## src/rtl/glitch_wb_master_pkg.sv

```systemverilog
// Shared types and constants for the glitcher's byte-command Wishbone initiator.
// Command byte: bit7 selects write, bits 3:0 carry the word address.
package glitch_wb_master_pkg;

    typedef enum logic [1:0] {
        WBM_IDLE     = 2'd0,
        WBM_GET_DATA = 2'd1,
        WBM_BUS      = 2'd2,
        WBM_RESP     = 2'd3
    } wbm_state_e;

    localparam int          GLITCH_CMD_WRITE   = 7;
    localparam logic [7:0]  GLITCH_RSP_TIMEOUT = 8'hEE;
    localparam logic [7:0]  GLITCH_RSP_WR_OK   = 8'h00;

    function automatic logic cmd_is_write(input logic [7:0] b);
        return b[GLITCH_CMD_WRITE];
    endfunction

    function automatic logic [3:0] cmd_addr(input logic [7:0] b);
        return b[3:0];
    endfunction

endpackage

```

## src/rtl/glitch_wb_master.sv

```systemverilog
// Byte-command to single-cycle Wishbone initiator with bus timeout.
// One response byte per command; a silent slave yields 8'hEE with err set.
module glitch_wb_master
    import glitch_wb_master_pkg::*;
#(
    parameter int TIMEOUT = 16
) (
    input  logic       clk_i,
    input  logic       rst_i,
    input  logic [7:0] cmd_dat_i,
    input  logic       cmd_valid_i,
    output logic       cmd_ready_o,
    output logic [7:0] rsp_dat_o,
    output logic       rsp_err_o,
    output logic       rsp_valid_o,
    input  logic       rsp_ready_i,
    output logic [5:2] adr_o,
    output logic [7:0] dat_o,
    input  logic [7:0] dat_i,
    output logic       we_o,
    output logic       stb_o,
    input  logic       ack_i,
    output logic       busy_o
);

    // Last BUS cycle index before the cycle is abandoned.
    localparam logic [7:0] LIMIT = 8'(TIMEOUT - 1);

    wbm_state_e r_state;
    wbm_state_e w_state_nxt;

    logic [3:0] r_adr;
    logic [7:0] r_dat;
    logic       r_we;
    logic [7:0] r_cnt;
    logic [7:0] r_rsp_dat;
    logic       r_rsp_err;

    logic w_accept;
    logic w_timeout;
    logic w_in_cmd;

    assign w_in_cmd  = (r_state == WBM_IDLE) || (r_state == WBM_GET_DATA);
    assign w_accept  = cmd_valid_i && cmd_ready_o;
    assign w_timeout = !ack_i && (r_cnt == LIMIT);

    always_comb begin
        w_state_nxt = r_state;
        unique case (r_state)
            WBM_IDLE: begin
                if (w_accept) begin
                    if (cmd_is_write(cmd_dat_i)) begin
                        w_state_nxt = WBM_GET_DATA;
                    end else begin
                        w_state_nxt = WBM_BUS;
                    end
                end
            end
            WBM_GET_DATA: begin
                if (w_accept) begin
                    w_state_nxt = WBM_BUS;
                end
            end
            WBM_BUS: begin
                if (ack_i || w_timeout) begin
                    w_state_nxt = WBM_RESP;
                end
            end
            WBM_RESP: begin
                if (rsp_ready_i) begin
                    w_state_nxt = WBM_IDLE;
                end
            end
            default: w_state_nxt = WBM_IDLE;
        endcase
    end

    always_ff @(posedge clk_i) begin
        if (!rst_i) begin
            r_state   <= WBM_IDLE;
            r_adr     <= 4'd0;
            r_dat     <= 8'd0;
            r_we      <= 1'b0;
            r_cnt     <= 8'd0;
            r_rsp_dat <= 8'd0;
            r_rsp_err <= 1'b0;
        end else begin
            r_state <= w_state_nxt;
            if (r_state == WBM_IDLE && w_accept) begin
                r_adr <= cmd_addr(cmd_dat_i);
                r_we  <= cmd_is_write(cmd_dat_i);
            end
            if (r_state == WBM_GET_DATA && w_accept) begin
                r_dat <= cmd_dat_i;
            end
            // Counter only runs in BUS, so it is zero on every BUS entry.
            if (r_state != WBM_BUS) begin
                r_cnt <= 8'd0;
            end else if (ack_i) begin
                r_rsp_dat <= r_we ? GLITCH_RSP_WR_OK : dat_i;
                r_rsp_err <= 1'b0;
            end else if (w_timeout) begin
                r_rsp_dat <= GLITCH_RSP_TIMEOUT;
                r_rsp_err <= 1'b1;
            end else begin
                r_cnt <= r_cnt + 8'd1;
            end
        end
    end

    // Gating with rst_i keeps the link stalled while reset is held.
    assign cmd_ready_o = rst_i && w_in_cmd;
    assign stb_o       = (r_state == WBM_BUS);
    assign rsp_valid_o = (r_state == WBM_RESP);
    assign busy_o      = (r_state != WBM_IDLE);
    assign adr_o       = r_adr;
    assign dat_o       = r_dat;
    assign we_o        = r_we;
    assign rsp_dat_o   = r_rsp_dat;
    assign rsp_err_o   = r_rsp_err;

endmodule

```

## config.mk

```make
export PLATFORM = sky130hd
export DESIGN_NAME = glitch_wb_master
export DESIGN_NICKNAME = d
export VERILOG_FILES = /design/src/rtl/glitch_wb_master_pkg.sv /design/src/rtl/glitch_wb_master.sv
export SDC_FILE = /design/constraint.sdc
export NUM_CORES = 1
export LEC_CHECK = 0
export CELL_PAD_IN_SITES_DETAIL_PLACEMENT = 1
export CELL_PAD_IN_SITES_GLOBAL_PLACEMENT = 2
export CORE_ASPECT_RATIO = 2
export CORE_UTILIZATION = 35
export DETAILED_ROUTE_END_ITERATION = 8
export DONT_BUFFER_PORTS = 1
export GPL_ROUTABILITY_DRIVEN = 0
export PLACE_DENSITY_LB_ADDON = 0.1
export SETUP_SLACK_MARGIN = 0.1
export SLEW_MARGIN = 20
export SYNTH_ARGS = -nofsm -noshare
export SYNTH_HDL_FRONTEND = slang
export SYNTH_SLANG_ARGS = --single-unit
```

## constraint.sdc

```tcl
create_clock -name clk_i -period 3.4 [get_ports clk_i]
set_input_delay 0.68 -clock clk_i [delete_from_list [all_inputs] [get_ports clk_i]]
set_output_delay 0.68 -clock clk_i [all_outputs]
set_load 0.02 [all_outputs]
```

==> metrics.md <==
| Metric | Value |
|---|---|
| Clk sinks | `32` |
| Total grt overflow | `0` |
| CP arrival | `roughly 1.6 ns` |
| Compound-Gate Fraction of Synth Area | `between 10% and 20%` |
| RSZ-0062 raised after global routing | `no` |
| Yosys reg bits | `32` |
| Fraction of layout cells with a size suffix above 1 | `between 10 and 15%` |
| Synth area leader | `dfxtp_1` |
| Max H-tree Level | `2` |
| Post-route ant nets | `0` |
| Rel. slew slack | `about three fifths` |
| Share of the synthesized area in the top cell type | `approximately 45%` |
| Final period utilization | `between 60% and 70%` |
| Final setup violation count | `0` |
| Initial Utilization | `about 37%` |
| Static Leakage | `about 0.55 nW` |
| Number of port buffers | `0` |
| DR WL/cell | `roughly 17 um` |
| Vias in the first global route | `between 1000 and 1500` |
| Drt initial violations | `14` |
| Drt pass-1 iters | `3` |
| Post-Syn Instances | `between 150 and 200` |
| Post-CTS Resized | `0` |
| Multi-input gate area | `around 740 um2` |
| Clock Latency Late Sink | `about 0.28 ns` |
| IO Pins | `47` |
| Die area | `0.00437 mm2` |
| Max-cap viol count | `0` |
| Syn Area/Cell | `roughly 9.2 um2` |
| Mux cell area share after synthesis | `under 10%` |
| Largest family of logic cells by synthesized area | `simple AND/OR/NAND/NOR gates` |
| Finished Cell Area | `between 0.0015 and 0.002 mm2` |
| Hold_buf cts | `0` |
| CTS Root Cell | `clkbuf_8` |
| Max Clock Skew | `about 0.0039 ns` |
| CP endpoint kind | `primary output` |
| Tightest Hold Check Type | `primary input to register` |
| Slew @ Worst Pin | `about 0.58 ns` |
| Chip height | `approximately 90 um` |
| CTS tree | `yes` |
| Slew Viols, Final | `0` |
| Most used DFF post-synth | `dfxtp_1` |
| Total power | `approximately 1.0 mW` |
| Die Span X | `47.2 um` |
| Fillers | `between 400 and 500` |
| # Post-CTS Setup Buffers | `0` |
| Core Util, Final | `about 40%` |
| DP Area | `around 0.0015 mm2` |
| Clock Pin Slew Worst Setup and Hold Paths | `~0.060 ns` |
| Max IR drop VDD | `between 200 and 300 uV` |
| Simple-Gate Fraction of Synth Area | `roughly 23%` |
| # diodes | `0` |
| Synth Warn # | `0` |
| Core Rows | `32` |
| DRC viols | `0` |
| Hold Slack | `0.516 ns` |
| Vias per cell | `about 5.3` |
| Routed WL | `about 3400 um` |
| CTS max path bufs | `2` |
| Initial antenna violation count | `0` |
| Post-place setup slack | `1.41 ns` |
| Final Worst Setup Slack | `around 1.1 ns` |
| CTS buffer count | `5` |
| Status | `finished, final reports clean` |
| Tmin final | `2.26 ns` |
| CP max FO | `12` |
| Largest net degree at the start of global routing | `33` |
| Area contributors post-synth | `dfxtp_1, a21boi_0, nand2_1` |
| Max Freq | `between 400 and 500 MHz` |
| Cell variety after synth | `30` |
| Non-filler cells, final | `approximately 210` |
| Setup TNS | `0 ns` |
| Post-DP HPWL | `~2600 um` |
| Asr flop ratio synth | `0%` |
| Core Region | `0.00388 mm2` |
| Register Area | `roughly 640 um2` |
| Global-route wire length before repair | `around 5600 um` |
| WP data required | `around 2.7 ns` |
| Via count | `~1100` |
| Mapped cell area | `between 0.001 and 0.0015 mm2` |
| Most frequent cells after synthesis | `dfxtp_1, nand2_1, nand3_1, a21boi_0, nor2_1` |
| Post-synthesis adder-cell area fraction | `roughly 4.4%` |
| Post-Place Cells | `~200` |
| Post-synth EDFFs | `0` |
| Sequential area share after synthesis | `around 45%` |
| Gr usage total | `between 10% and 20%` |
| Count leader, synth | `dfxtp_1` |
| PD cells | `approximately 650 mW/mm2` |
| Nets | `between 150 and 200` |
| WS Path Type | `register to primary output` |
| Setup crit start kind | `register` |
| Area growth syn-to-layout | `8.38%` |
| Area share of xor/xnor cells in the synthesized design | `around 3.1%` |
| Final hold violation count | `0` |
| Synth Net Count | `about 180` |
-- registers in the layout, summed over array words and instances, names as in the netlist --
signal and cells:
adr_o 4, dat_o 8, r_cnt 8, r_state 2, rsp_dat_o 8, rsp_err_o 1, we_o 1
-- cell usage in the layout (no fill, tap or decap), types with 2 or more instances in the layout --
master / count
nor2b_1: 8
nor2_1: 10
a21oi_1: 3
ha_1: 5
a21boi_0: 13
dfxtp_1: 32
mux2i_1: 3
nand3_1: 17
inv_1: 4
clkbuf_8: 6
xnor2_1: 4
o211ai_1: 2
clkbuf_1: 2
nand2_1: 24
o21ai_0: 3
o221a_2: 6
-- final cells by class --
class | instances | share of cell area, %
Multi-Input combinational cell | 112 | 47.9
Tap cell | 51 | 4.11
Inverter | 4 | 0.967
Clock buffer | 8 | 5.80
Sequential cell | 32 | 41.3
-- cells by family after synthesis --
family / count (synthesis)
AOI/OAI and AO/OA: 32
xor gates and xnor gates: 5
adders and majority gates: 5
buffers and inverters: 12
DFF: 32
muxes: 3
and+or+nand+nor: 67
-- where the power goes --
| group | switching, mW | internal, mW | leakage [nW] |
|---|---|---|---|
| clock network | 0.131 | 0.165 | 0.0455 |
| registers | 0.0918 | 0.425 | 0.260 |
| logic | 0.118 | 0.0717 | 0.246 |
| total | 0.341 | 0.661 | 0.551 |
-- worst paths after layout --
kind,startpoint,endpoint,slack [ns],cells past startpoint
worst max-delay path,r_state[0],cmd_ready_o,1.14,4
worst min-delay path,rst_i,rsp_err_o,0.52,2
worst max register to register,r_cnt[0],rsp_dat_o[6],1.54,5
worst min register to register,r_state[0],r_state[0],0.53,2
-- layer usage --
layer	GRT usage [%]	up-vias	wire length [um]
li1	-	541	-
met1	16.8	523	1160
met2	31.8	32	1980
met3	7.02	8	217
met4	7.86	0	80
met5	0	-	0
-- worst max-delay path: stages, from the launching register on --
cell     delay (ns)
dfxtp_1        0.34
inv_1          0.09
ha_1           0.39
nor2_1         0.11
nor2b_1        0.36
Note: power is estimated with default switching activity, not from simulation.
